**config.mk**
```make
export PLATFORM = sky130hd
export DESIGN_NAME = uart_rx_oversampled
export DESIGN_NICKNAME = d
export VERILOG_FILES = /design/src/rtl/uart_rx_oversampled.sv
export SDC_FILE = /design/constraint.sdc
export NUM_CORES = 1
export LEC_CHECK = 0
export ABC_AREA = 0
export BUFFER_PORTS_ARGS = -buffer_cell sky130_fd_sc_hd__buf_2
export CAP_MARGIN = 20
export CORE_ASPECT_RATIO = 0.9
export CORE_UTILIZATION = 45
export CTS_CLUSTER_SIZE = 24
export DETAILED_ROUTE_END_ITERATION = 16
export PLACE_DENSITY = 0.77
export SYNTH_ARGS = -nofsm -noshare
export SYNTH_HDL_FRONTEND = slang
export SYNTH_SLANG_ARGS = --single-unit
```
**constraint.sdc**
```tcl
create_clock -name clk -period 2.05 [get_ports clk]
set_clock_uncertainty 0.05 [all_clocks]
set_input_delay 0.205 -clock clk [delete_from_list [all_inputs] [get_ports clk]]
set_output_delay 0.205 -clock clk [all_outputs]
set_load 0.02 [all_outputs]
```
**src/rtl/uart_rx_oversampled.sv**
```systemverilog
// 8N1 UART receiver driven by an oversample enable: synchronizes rx, majority-votes
// three mid-bit samples per bit and hands finished bytes over through a valid/ack register.
module uart_rx_oversampled #(
    parameter int OVERSAMPLE = 10,
    parameter int DATA_BITS  = 8
) (
    input  logic                 clk,
    input  logic                 rst_n,
    input  logic                 sample_en,
    input  logic                 rx,
    input  logic                 rx_ack,
    output logic [DATA_BITS-1:0] rx_data,
    output logic                 rx_valid,
    output logic                 rx_frame_err,
    output logic                 rx_overrun,
    output logic                 rx_busy
);

    localparam int TICK_W = $clog2(OVERSAMPLE);
    localparam int BIT_W  = $clog2(DATA_BITS);

    localparam logic [TICK_W-1:0] TICK_PRE  = TICK_W'(OVERSAMPLE / 2 - 1);
    localparam logic [TICK_W-1:0] TICK_MID  = TICK_W'(OVERSAMPLE / 2);
    localparam logic [TICK_W-1:0] TICK_VOTE = TICK_W'(OVERSAMPLE / 2 + 1);
    localparam logic [TICK_W-1:0] TICK_LAST = TICK_W'(OVERSAMPLE - 1);
    localparam logic [BIT_W-1:0]  BIT_LAST  = BIT_W'(DATA_BITS - 1);

    typedef enum logic [1:0] {
        S_IDLE,
        S_START,
        S_DATA,
        S_STOP
    } state_e;

    state_e               state_q, state_d;
    logic                 rx_meta_q, rx_s_q;
    logic [TICK_W-1:0]    tick_q, tick_d, tick_cur;
    logic [BIT_W-1:0]     bit_q, bit_d;
    logic [1:0]           vote_q, vote_d;
    logic                 majority;
    logic [DATA_BITS-1:0] shift_q, shift_d;
    logic [DATA_BITS-1:0] data_q, data_d;
    logic                 valid_q, valid_d;
    logic                 ferr_q, ferr_d;
    logic                 ovr_q, ovr_d;
    logic                 busy_q;

    // Two-flop synchronizer; resets to the idle-high line level so reset never looks like a start bit.
    always_ff @(posedge clk or negedge rst_n) begin
        if (!rst_n) begin
            rx_meta_q <= 1'b1;
            rx_s_q    <= 1'b1;
        end else begin
            rx_meta_q <= rx;
            rx_s_q    <= rx_meta_q;
        end
    end

    // tick_q holds the index of the last processed sample; the start-detect sample is tick 0.
    assign tick_cur = (tick_q == TICK_LAST) ? '0 : tick_q + 1'b1;
    assign majority = (vote_q[1] & vote_q[0]) | (vote_q[1] & rx_s_q) | (vote_q[0] & rx_s_q);

    always_comb begin
        // NOTE: every signal gets a default before the case so no path leaves it unassigned (no latches).
        state_d = state_q;
        tick_d  = tick_q;
        bit_d   = bit_q;
        vote_d  = vote_q;
        shift_d = shift_q;
        data_d  = data_q;
        valid_d = valid_q;
        ferr_d  = 1'b0;
        ovr_d   = 1'b0;

        if (rx_ack && valid_q) begin
            valid_d = 1'b0;
        end

        unique case (state_q)
            S_IDLE: begin
                if (sample_en && !rx_s_q) begin
                    state_d = S_START;
                    tick_d  = '0;
                end
            end
            S_START, S_DATA, S_STOP: begin
                if (sample_en) begin
                    tick_d = tick_cur;
                    if (tick_cur == TICK_PRE) vote_d[1] = rx_s_q;
                    if (tick_cur == TICK_MID) vote_d[0] = rx_s_q;

                    if (state_q == S_START) begin
                        if (tick_cur == TICK_VOTE && majority) begin
                            state_d = S_IDLE;
                            tick_d  = '0;
                        end else if (tick_cur == TICK_LAST) begin
                            state_d = S_DATA;
                            bit_d   = '0;
                        end
                    end else if (state_q == S_DATA) begin
                        if (tick_cur == TICK_VOTE) begin
                            shift_d = {majority, shift_q[DATA_BITS-1:1]};
                        end
                        if (tick_cur == TICK_LAST) begin
                            if (bit_q == BIT_LAST) state_d = S_STOP;
                            else                   bit_d   = bit_q + 1'b1;
                        end
                    end else if (tick_cur == TICK_VOTE) begin
                        // Leave the stop bit early so a following start edge is caught promptly.
                        state_d = S_IDLE;
                        tick_d  = '0;
                        if (majority) begin
                            data_d  = shift_q;
                            valid_d = 1'b1;
                            ovr_d   = valid_q && !rx_ack;
                        end else begin
                            ferr_d  = 1'b1;
                        end
                    end
                end
            end
            default: begin
                state_d = S_IDLE;
                tick_d  = '0;
            end
        endcase
    end

    always_ff @(posedge clk or negedge rst_n) begin
        if (!rst_n) begin
            state_q <= S_IDLE;
            tick_q  <= '0;
            bit_q   <= '0;
            vote_q  <= '0;
            shift_q <= '0;
            data_q  <= '0;
            valid_q <= 1'b0;
            ferr_q  <= 1'b0;
            ovr_q   <= 1'b0;
            busy_q  <= 1'b0;
        end else begin
            // NOTE: sequential state uses non-blocking assignments so every flop samples pre-edge values.
            state_q <= state_d;
            tick_q  <= tick_d;
            bit_q   <= bit_d;
            vote_q  <= vote_d;
            shift_q <= shift_d;
            data_q  <= data_d;
            valid_q <= valid_d;
            ferr_q  <= ferr_d;
            ovr_q   <= ovr_d;
            busy_q  <= (state_d != S_IDLE);
        end
    end

    assign rx_data      = data_q;
    assign rx_valid     = valid_q;
    assign rx_frame_err = ferr_q;
    assign rx_overrun   = ovr_q;
    assign rx_busy      = busy_q;

endmodule
```
==> metrics list, run 1 <==
* Run status: finished clean
- The number of global-route vias before repair is 1070.
* Floorplan row count: 20
* Non-Filler Cell Area, Final: 1953 sq um
* Core footprint: 3403 sq um
* DRT iter0 DRCs: 44
* Max capacitance violation total: 0
- Root buffer selected by CTS: clkbuf_8
- Logic gate share of total power: 28.3%
* Number of nets with antenna violations after routing: 0
- Fmax achieved: 509.9 MHz
- Internal power summed over all cells: 1495 uW
- The initial utilization of the core area, before any placement, comes to 47.21%.
- Initial antenna violation count: 0
- Slew HR: 54.25%
- Setup violations remaining at the end of the flow were counted as 0.
- Yosys warning count: 0
- The final critical path takes up 95.68% of the cycle.
* Worst setup startpoint: state_q[0]
* Clock sink total: 33
* Clock input transition at the sequential cells of the worst setup and hold paths: 0.07 ns
* Synthesized area per cell: 12.17 sq um
- Critical path launch point type: flop
- The number of antenna diodes in the final layout is 0.
- Summed over all layers, the routed wires come to 2647 um.
- Measured in cells, the most critical reg-to-reg path has a length of 6.
- After detailed placement, the total cell area comes to 1784 sq um.
* Wire length of the first global-routing pass: 4719 um
* Num CTS Buffers: 5
- STA classifies the critical path endpoint as a flop.
- Overall die width: 64.98 um
- The path class of the tightest hold or removal check is in2reg.
* Number of vias per cell after detailed routing: 5.178
- Via count of the routed design: 1077
- At the pin with the least slew margin, the transition time is 0.6863 ns.
- Die area: 3813 sq um
- Worst Path Required: 2.14 ns
* Non-filler cells in the finished layout: 208
* Routed WL per cell: 12.73 um
- For this design the total switching power over the nets is 601.9 uW.
* Clock Power Share: 33.8%
- Overall Global Routing Usage: 16.61%
* Max-slew violation count: 0
- Relative to the synthesized area, the layout overhead comes to 21.57%.
- Sequential elements use 51.56% of the synthesized area.
- Maximum number of pins on one net before global-route repair: 34
- Final HPWL DP: 1981 um
- Adding up every negative setup slack in the final design gives 0 ns.
- The share of total power dissipated in sequential elements is 37.9%.
- In this run the static leakage power is 0.001001 uW.
- In this run the critical register-to-register path is captured at rx_busy.
* Total DRC errors in the routed layout: 0
- Summing every instance area after synthesis gives 1607 sq um.
* Detailed-routing iteration count for the pre-antenna-repair pass: 5
* Worst path arrival time: 2.05 ns
* Maximum number of buffers from clock root to sink: 2
* Final hold vios: 0
* Net count after synthesis: 143
- Minimum clock period after layout: 1.961 ns
- The critical path in this run is classified as reg2reg.
- For this run, the share of the core covered by cells in the final layout is 57.39%.
* Number of primary I/O pins: 17
- The die is 58.69 um tall.
- Crit Path Max Fanout: 5
- Number of instances in the placed design: 197
- Worst Setup EP: rx_busy
- Peak supply drop: 0.0006153 V
- Number of synthesized register bits: 33
- Final weighted congestion in routability-driven placement: 0.8768
* Register-to-register setup slack: 0.09 ns
- Number of distinct library cell variants in the gate-level netlist after synthesis: 40
- H-tree levels: 2
- CTS tree: yes
* Power density over cell area: 1074 nW/um^2
* Overall overflow remaining after global route: 0
- Net switching is 28.71% of the power.
* Share of final-layout standard cells stronger than drive strength 1: 32.93%
- Post-Syn Instances: 132
- At the later pin of the worst-skew pair, clock insertion delay measures 0.28 ns.
- The net count of the finished layout is 174.
- Startpoint of the most critical register-to-register path: state_q[0]
- Port buffer count: 16
[sequential cells by signal (all words and copies together) (netlist names), 2 cells and up]
| name | count |
|---|---|
| vote_q | 2 |
| state_q | 2 |
| tick_q | 4 |
| bit_q | 3 |
| shift_q | 8 |
| rx_data | 8 |
[power groups by stage]
stage | Combinational [uW] | Clock [uW] | Sequential (uW)
floorplan | 403 | 0 | 796
global route | 668 | 748 | 803
CTS | 583 | 727 | 796
detailed placement | 577 | 0 | 808
finish | 594 | 709 | 794
global placement | 565 | 0 | 802
[stage by stage]
step / hold slack [ns] / setup slack (ns) / power (uW)
4_1_cts: 0.1295 / 0.01937 / 2105
6_report: 0.1360 / 0.08866 / 2097
2_1_floorplan: -0.1406 / 0.07401 / 1199
3_5_place_dp: 0.2478 / 0.03196 / 1384
5_1_grt: 0.1480 / -0.001590 / 2219
3_3_place_gp: 0.2365 / 0.08999 / 1367
[layer usage]
metal | global-route usage, % | share of wire [%] | vias up
li1 | - | - | 534
met1 | 21.87 | 48 | 521
met2 | 26.34 | 46 | 16
met3 | 4.651 | 3.8 | 6
met4 | 6.032 | 1.5 | 0
met5 | 0 | 0 | -
[synthesized netlist by cell type]
cell	count	area, sq um
mux2_2	5	56.30
o22ai_1	1	6.260
o21ai_1	1	5.000
nor2_1	9	33.78
clkbuf_1	1	3.750
a22oi_1	2	15.01
or2b_1	1	7.510
buf_6	1	11.26
nand2_1	9	33.78
dfrtp_1	31	775.7
a31oi_1	2	12.51
nand4bb_1	1	11.26
nor2b_1	6	37.54
a32o_1	1	10.01
maj3_2	1	11.26
buf_4	1	7.510
ha_1	6	75.07
o221ai_1	2	17.52
a211oi_1	1	7.510
nor4b_2	1	15.01
nand3b_1	1	7.510
nor4_1	1	6.260
buf_2	2	10.01
and2_1	1	6.260
nor3_1	1	5.000
a22o_1	2	17.52
nand2_2	1	6.260
o21ai_0	4	20.02
a21oi_1	4	20.02
and4bb_1	1	12.51
mux2_1	8	90.09
dfstp_2	2	52.55
nand3_1	2	10.01
or3_1	2	12.51
mux2_4	8	120.1
inv_1	4	15.01
or3b_1	1	8.760
mux2i_1	1	10.01
nand2b_1	2	12.51
a311o_1	1	10.01
[logic make-up after synthesis]
family / count (synthesis) / synth area share (%)
adders and majority gates: 7 / 5.374
DFF: 33 / 51.56
muxes: 22 / 17.21
AOI/OAI and AO/OA: 21 / 8.801
and+or+nand+nor: 40 / 14.10
buffers and inverters: 9 / 2.959
[what timing repair did]
item,in CTS,in global routing
gates resized for setup,0,2
setup buffers,0,1
endpoints found under the setup margin,0,9
endpoints found under the hold margin,32,0
hold buffers,2,0
[worst min-delay path by stage]
stage               startpoint          to  cells past startpoint
finish                  rx_ack  rx_overrun                      3
global route            rx_ack  rx_overrun                      3
CTS                     rx_ack  rx_overrun                      3
detailed placement       rst_n    bit_q[0]                      1
global placement         rst_n   vote_q[0]                      1
floorplan                rst_n    bit_q[0]                      0
[layout by cell type, fill, tap and decap left out, types with 2 or more instances in the layout]
cell type	n
clkbuf_8	5
a31oi_1	2
bufinv_16	2
o21ai_0	4
dlygate4sd3_1	2
a22o_1	2
dfrtp_1	31
or3_1	2
buf_2	16
mux2_1	8
nand2_1	9
ha_1	6
nand2b_1	2
mux2_4	8
nand3_1	2
nor2_1	8
inv_1	4
mux2_2	5
a21oi_1	4
a22oi_1	2
nor2b_1	6
dfstp_2	2
o221ai_1	2
buf_4	11
[critical path, stage by stage, from the launching register on]
cell and delay (ns):
dfrtp_1 0.37, inv_1 0.10, ha_1 0.25, or3b_1 0.42, or3_1 0.36, o221ai_1 0.11
o221ai_1 0.16
[area by class of cell]
| class | instances | area (sq um) |
|---|---|---|
| well taps | 44 | 55.05 |
| multi-input cells | 90 | 738.2 |
| clock inverters | 3 | 65.06 |
| flip-flops and latches | 33 | 828.3 |
| fillers | 307 | 1450 |
| repair buffers | 29 | 182.7 |
| inverters | 4 | 15.01 |
| clock buffers | 5 | 68.82 |
Power figures use the tool's default switching activity.
==> run 2, diff against run 1 <==
--- a/config.mk
+++ b/config.mk
@@ -12,7 +12,7 @@
 export CORE_UTILIZATION = 45
 export CTS_CLUSTER_SIZE = 24
 export DETAILED_ROUTE_END_ITERATION = 16
-export PLACE_DENSITY = 0.77
+export PLACE_DENSITY_LB_ADDON = 0.15
 export SYNTH_ARGS = -nofsm -noshare
 export SYNTH_HDL_FRONTEND = slang
 export SYNTH_SLANG_ARGS = --single-unit
==> run 2 against run 1 <==
Worst setup slack better by 0.0057 ns. Critical endpoint unchanged. Critical path depth unchanged. Cell count did not move. Die area is the same. Clock power decreased by 33%. Routed wire length up 7.4%. Combinational power rose by 2%. Sequential power decreased by 1%. Power is 11% lower. Non-clock buffer count did not move. Via count grew 1.2%.
==> metrics list, run 2 (synthesis gave the netlist of run 1 again) <==
* Final critical-path setup slack: 0.09431 ns (+0.005656 ns)
- The iteration count of the initial detailed-routing pass is 4 (-1).
- Switching part of the total power: 32.85% (+4.1 points)
- Measured slew at the worst slew-check pin: 0.7223 ns (+0.03594 ns)
- Wire length of the first global-routing pass: 4850 um (+2.8%)
- The number of placement rows was 20 (unchanged).
- The number of vias per cell came to 5.240 (+1.2%).
- Flop pwr share: 42.0% (+4.1 points)
- The number of nets with antenna violations after detailed routing is 0 (unchanged).
- Critical path launch point type: flop
* Port buffer count: 16 (unchanged)
- Setup TNS: 0 ns (unchanged)
- The final layout net count came to 174 (unchanged).
- Die height: 58.69 um (unchanged)
* Num CTS Buffers: 5 (unchanged)
- TritonCTS built the clock tree.
- The highest layer touched by signal routing is met4.
* Non-filler cells in the finished layout: 208 (unchanged)
- Power density over cell area: 978.2 nW/um^2 (-8.9%)
- Routed WL per cell: 13.66 um (+7.4%)
* Logic gate share of total power: 32.6% (+4.3 points)
- Critical path's most frequent cell: o221ai_1
- The width of the die is 64.98 um (unchanged).
- The number of global-route vias before repair is 1058 (-1.1%).
* H-tree levels: 2 (unchanged)
- CP Class: reg2reg
- The library cell used most frequently in the layout, excluding fill and tap cells, is dfrtp_1.
- Clock input transition at the sequential cells of the worst setup and hold paths: 0.07 ns (about the same)
* Crit end category: flop
- Static Leakage: 0.0009637 uW (-3.8%)
- Number of instances in the placed design: 198 (+0.51%)
* Commonest cells after routing, fill and taps aside: dfrtp_1, buf_2, buf_4
* Area growth syn-to-layout: 18.61%
* Multi-input gate area in the final layout: 738.2 sq um (unchanged)
* Total DRC errors in the routed layout: 0 (unchanged)
- The share of total power in the clock network was 25.4% (-8.4 points).
- Minimum setup slack after placement: 0.09442 ns (+0.06246 ns)
- The final count of hold timing violations came to 0 (unchanged).
- The clock latency on the worst-skew pair came to 0.29 ns (about the same).
- Detail Route met3 WL: 128 um (+28%)
- Crit Path Max Fanout: 4 (-1)
* Fmax achieved: 511.3 MHz (+0.29%)
- The overall power after layout was 1864 uW (-11%).
- The sequential cell area came to 828.3 sq um (unchanged).
- Slowest-stage cell, CP: or3b_1
- Metal2 WL: 1284 um (+4.9%)
* Root buffer selected by CTS: clkbuf_8
- The max-cap violation count is 0 (unchanged).
- The final-report setup violation count is 0 (unchanged).
- Maximum number of pins on one net before global-route repair: 34 (unchanged)
- The number of antenna violations at the first check in global routing came to 0 (unchanged).
- Maximum number of buffers from clock root to sink: 2 (unchanged)
- The number of DRC violations after detailed-routing iteration 0 is 61 (+39%).
* Minimum clock period after layout: 1.956 ns (-0.005656 ns)
* Overall overflow remaining after global route: 0 (unchanged)
- Share of final-layout standard cells stronger than drive strength 1: 33.54% (+0.61 points)
* Length of routed wiring on met1: 1371 um (+7.0%)
* Power spent charging and discharging nets: 612.4 uW (+1.7%)
* Initial cell density of the core: 47.21% (unchanged)
- The worst relative slew slack came to 51.85% (-2.4 points).
- The post-route core utilization came to 55.99% (-1.4 points).
- Slowest stage delay, CP: 0.41 ns (about the same)
- Clock sink total: 33 (unchanged)
* Worst Path Required: 2.15 ns (about the same)
* Run status: finished clean
- Core footprint: 3403 sq um (unchanged)
* Cell Chain, Critical Path: inv_1 -> ha_1 -> or3b_1 -> or3_4 -> o221ai_1 -> o221ai_1
- The final RePlAce weighted congestion was 0.8167 (-6.9%).
- Max-slew violation count: 0 (unchanged)
- The filler cell count came to 315 (+2.6%).
* Post-CTS setup-driven buffer insertion count: 0 (unchanged)
- Die area: 3813 sq um (unchanged)
- The worst path arrival time came to 2.05 ns (about the same).
* Internal power summed over all cells: 1252 uW (-16%)
* Overall Global Routing Usage: 17.69% (+1.1 points)
- Number of primary I/O pins: 17 (unchanged)
- The maximum ir drop on the vdd rail was 0.0004383 V (-29%).
- Detailed Route WL: 2842 um (+7.4%)
- The final antenna diode count was 0 (unchanged).
- Min-Delay Path Class: in2reg
- The total via count after detailed routing is 1090 (+1.2%).
* Final HPWL DP: 2061 um (+4.1%)
* Part of the cycle the worst path needs: 95.40% (-0.28 points)
[run 2: what timing repair did]
action                     4_1_cts  5_1_grt
hold endpoints to repair        32        0
resized for setup                0        2
setup endpoints to repair        0        5
hold buffers                     2        0
[run 2: cell type report]
type / instances / area share, %
clock buffer: 5 / 3.611
clock inverter: 3 / 0.9192
inverter: 4 / 0.7879
multi-input combinational: 90 / 38.74
sequential: 33 / 43.47
tap: 44 / 2.889
timing repair buffer: 29 / 9.586
[run 2: worst paths after layout]
path,from,end,slack [ns],cells past startpoint
setup / recovery,state_q[0],rx_busy,0.09,6
hold / removal,rx_ack,rx_overrun,0.12,3
setup reg to reg,state_q[0],rx_busy,0.09,6
hold reg to reg,rx_meta_q,rx_s_q,0.31,0
max in group asynchronous,rst_n,shift_q[1],1.03,2
min in group asynchronous,rst_n,shift_q[5],0.45,2
[run 2: power by group through the flow]
stage               logic [uW]  clock network [uW]  registers (uW)
finish                     608                 473             783
global route               690                 508             796
CTS                        602                 486             787
detailed placement         599                   0             798
global placement           589                   0             793
floorplan                  403                   0             796
[run 2: routing by layer]
layer  GRT usage [%]  vias up
met2           25.74       25
met5               0        -
met4           11.43        0
met1           23.40      529
met3           4.651        5
li1                -      531
[run 2: stage by stage]
step,cell area (sq um),hold slack [ns]
2_1_floorplan,1607,-0.1406
6_report,1906,0.1196
3_5_place_dp,1792,0.2545
5_1_grt,1906,0.1427
3_3_place_gp,1792,0.2420
4_1_cts,1898,0.1231
[run 2: worst max-delay path, delay by kind of cell (launching register included)]
kind / cells / cell delay (ns)
and+or+nand+nor: 2 / 0.77
DFF: 1 / 0.38
AOI/OAI and AO/OA: 2 / 0.28
adders and majority gates: 1 / 0.23
buffers and inverters: 1 / 0.10
==> run 3, diff against run 2 <==
--- a/config.mk
+++ b/config.mk
@@ -6,12 +6,12 @@
 export NUM_CORES = 1
 export LEC_CHECK = 0
 export ABC_AREA = 0
-export BUFFER_PORTS_ARGS = -buffer_cell sky130_fd_sc_hd__buf_2
 export CAP_MARGIN = 20
 export CORE_ASPECT_RATIO = 0.9
 export CORE_UTILIZATION = 45
 export CTS_CLUSTER_SIZE = 24
 export DETAILED_ROUTE_END_ITERATION = 16
+export DONT_BUFFER_PORTS = 1
 export PLACE_DENSITY_LB_ADDON = 0.15
 export SYNTH_ARGS = -nofsm -noshare
 export SYNTH_HDL_FRONTEND = slang
==> run 3 against run 2 <==
Cell count shrank 7.7%. Highest routed layer unchanged. Critical endpoint unchanged. Clock power grew 2%. Non-clock buffer count shrank 16. Cell area shrank 3.7%. Routed wire length grew 3.0%. Maximum frequency shrank 0.99%. Global-route usage grew 0.39 points. Sequential share of layout area grew 1.7 points. Core utilization shrank 2.1 points. Critical path depth is the same. Sequential power grew 2%. Critical path type unchanged.
==> metrics list, run 3 (synthesis gave the netlist of run 1 again) <==
* Run status: finished clean
- Minimum clock period after layout: 1.975 ns (+0.01954 ns)
* Antenna Diode Count: 0 (unchanged)
- Unrepaired setup endpoints after global routing: false
- The total via count after detailed routing was 1067 (-2.1%).
- The clock transition at the registers of the reported paths was 0.07 ns (about the same).
- Core footprint: 3403 sq um (unchanged)
- The width of the die was 64.98 um (unchanged).
* Number of vias per cell after detailed routing: 5.557 (+6.0%)
- Overall Global Routing Usage: 18.08% (+0.39 points)
- Number of nets with antenna violations after routing: 0 (unchanged)
* Max capacitance violation total: 0 (unchanged)
- Crit end category: flop
* Slew HR: 59.60% (+7.7 points)
- The non-filler instance count after layout was 192 (-7.7%).
* Worst Path Required: 2.15 ns (about the same)
- Among the stages of the critical path, the cell type that occurs most often is o221ai_1.
- The maximum buffer depth of the clock tree came to 2 (unchanged).
- Port buffer count: 0 (-16)
* Number of global-route vias before repair: 1056 (-0.19%)
- Most common cell after layout, fill and taps aside: dfrtp_1
- CP Class: reg2reg
- Critical path launch point type: flop
* Slowest stage delay, CP: 0.41 ns (about the same)
- The startpoint identified for the worst hold timing path is rx_ack.
* Final weighted congestion in routability-driven placement: 0.8251 (+1.0%)
- Maximum number of pins on one net before global-route repair: 34 (unchanged)
* Final core occ: 53.93% (-2.1 points)
- The startpoint identified for the worst register-to-register timing path is state_q[0].
- The number of pins exceeding their max-slew limit in the final report was 0 (unchanged).
* Wire length of the first global-routing pass: 4995 um (+3.0%)
- The maximum fanout encountered on the critical timing path is 4 (unchanged).
- The worst path arrival time came to 2.07 ns (+0.02 ns).
* Commonest cells after routing, fill and taps aside: dfrtp_1, buf_4, nand2_1
- Share of final-layout standard cells stronger than drive strength 1: 26.35% (-7.2 points)
* Routed WL per cell: 15.24 um (+12%)
- In this run the worst hold path is classified as in2reg.
- Initial cell density of the core: 47.21% (unchanged)
- The worst hold path cell count is 2 (-1).
- Total DRC errors in the routed layout: 0 (unchanged)
- The final-report setup violation count was 0 (unchanged).
- Total power after layout: 1882 uW (+0.95%)
- Final Hold Slack: 0.05455 ns (-0.06510 ns)
- In this design, the largest share of critical-path delay is due to simple AND/OR/NAND/NOR gates.
- Power density over cell area: 1025 nW/um^2 (+4.8%)
- Peak supply drop: 0.0004233 V (-3.4%)
* Number of primary I/O pins: 17 (unchanged)
- Insertion delay to the later sink of the worst-skew pair: 0.29 ns (about the same)
* Slowest-stage cell, CP: or3b_4
- The number of levels in the clock H-tree is 2 (unchanged).
- Root buffer selected by CTS: clkbuf_8
* Num CTS Buffers: 5 (unchanged)
* Measured slew at the worst slew-check pin: 0.6045 ns (-0.1178 ns)
* Register-to-register setup slack: 0.07 ns (-0.02 ns)
* Total Nets Final: 158 (-9.2%)
- Final hold vios: 0 (unchanged)
* Hold Path Sink: rx_overrun
- The total negative slack for setup checks is 0 ns (unchanged).
- Post-CTS setup-driven buffer insertion count: 0 (unchanged)
- Reg2reg path depth: 6 (unchanged)
- The final wirelength came to 2926 um (+3.0%).
- Count of buffering cells on the critical path with inverters included: 1 (unchanged)
- Die area: 3813 sq um (unchanged)
- Fmax achieved: 506.3 MHz (-0.99%)
- Static Leakage: 0.0008880 uW (-7.9%)
- The HPWL after detailed placement is 2068 um (+0.32%).
- TritonCTS built the clock tree.
- The worst register-to-register path ends at rx_busy.
* Cell Chain, Critical Path: inv_1 -> ha_1 -> or3b_4 -> or3_1 -> o221ai_1 -> o221ai_1
- Die height: 58.69 um (unchanged)
* DRT iter0 DRCs: 76 (+25%)
* Detailed-routing iteration count for the pre-antenna-repair pass: 6 (+2)
- The share of the clock period used by the worst path is 96.35% (+0.95 points).
* Initial antenna violation count: 0 (unchanged)
* Area growth syn-to-layout: 14.25%
* Overall overflow remaining after global route: 0 (unchanged)
- The number of placement rows was 20 (unchanged).
- The number of cells in the design after placement is 181 (-8.6%).
- The number of clock sinks seen by CTS was 33 (unchanged).
==> run 3: cell count changes in the layout (fill, tap and decap cells not counted), sizes merged <==
cell	change
buf	-16
==> run 3: layout make-up <==
type                            count  area, sq um
Inverter                            4        15.01
Tap cell                           44        55.05
Fill cell                         325         1568
Sequential cell                    33        828.3
Clock buffer                        5        68.82
Clock inverter                      3        17.52
Multi-Input combinational cell     90        735.7
Timing Repair Buffer               13        115.1
==> run 3: worst max path at each step <==
| stage | startpoint | end | slack (ns) | depth (start not counted) |
|---|---|---|---|---|
| 2_1_floorplan | state_q[1] | shift_q[0] | 0.07 | 7 |
| 3_3_place_gp | state_q[0] | shift_q[4] | 0.12 | 6 |
| 3_5_place_dp | state_q[0] | shift_q[1] | 0.06 | 6 |
| 4_1_cts | state_q[0] | shift_q[1] | 0.03 | 6 |
| 5_1_grt | state_q[0] | shift_q[0] | 0.004 | 6 |
| 6_report | state_q[0] | rx_busy | 0.07 | 6 |
==> run 3: report_power, final <==
part | switching [uW] | internal, uW | total [uW]
Sequential | 64.6 | 735 | 799
Combinational | 320 | 281 | 600
Clock | 248 | 234 | 482
Total | 633 | 1250 | 1880
==> run 3: what timing repair did <==
action | CTS | global route
hold endpoints to repair | 34 | 0
gates resized for setup | 0 | 2
setup endpoints to repair | 0 | 9
hold buffers | 3 | 0
==> run 3: per-stage QoR <==
step	cell area, sq um	setup slack [ns]
finish	1836	0.07477
global route	1836	0.003732
CTS	1831	0.03222
detailed placement	1704	0.05952
global placement	1704	0.1201
floorplan	1607	0.07401
==> run 3: per-layer routing <==
layer / vias to the layer above / part of all wire (%) / GRT usage, %
met1: 522 / 47 / 23.04
met5: - / 0 / 0
met4: 0 / 1.7 / 6.667
met3: 8 / 5.0 / 7.171
li1: 505 / - / -
met2: 32 / 46 / 27.83
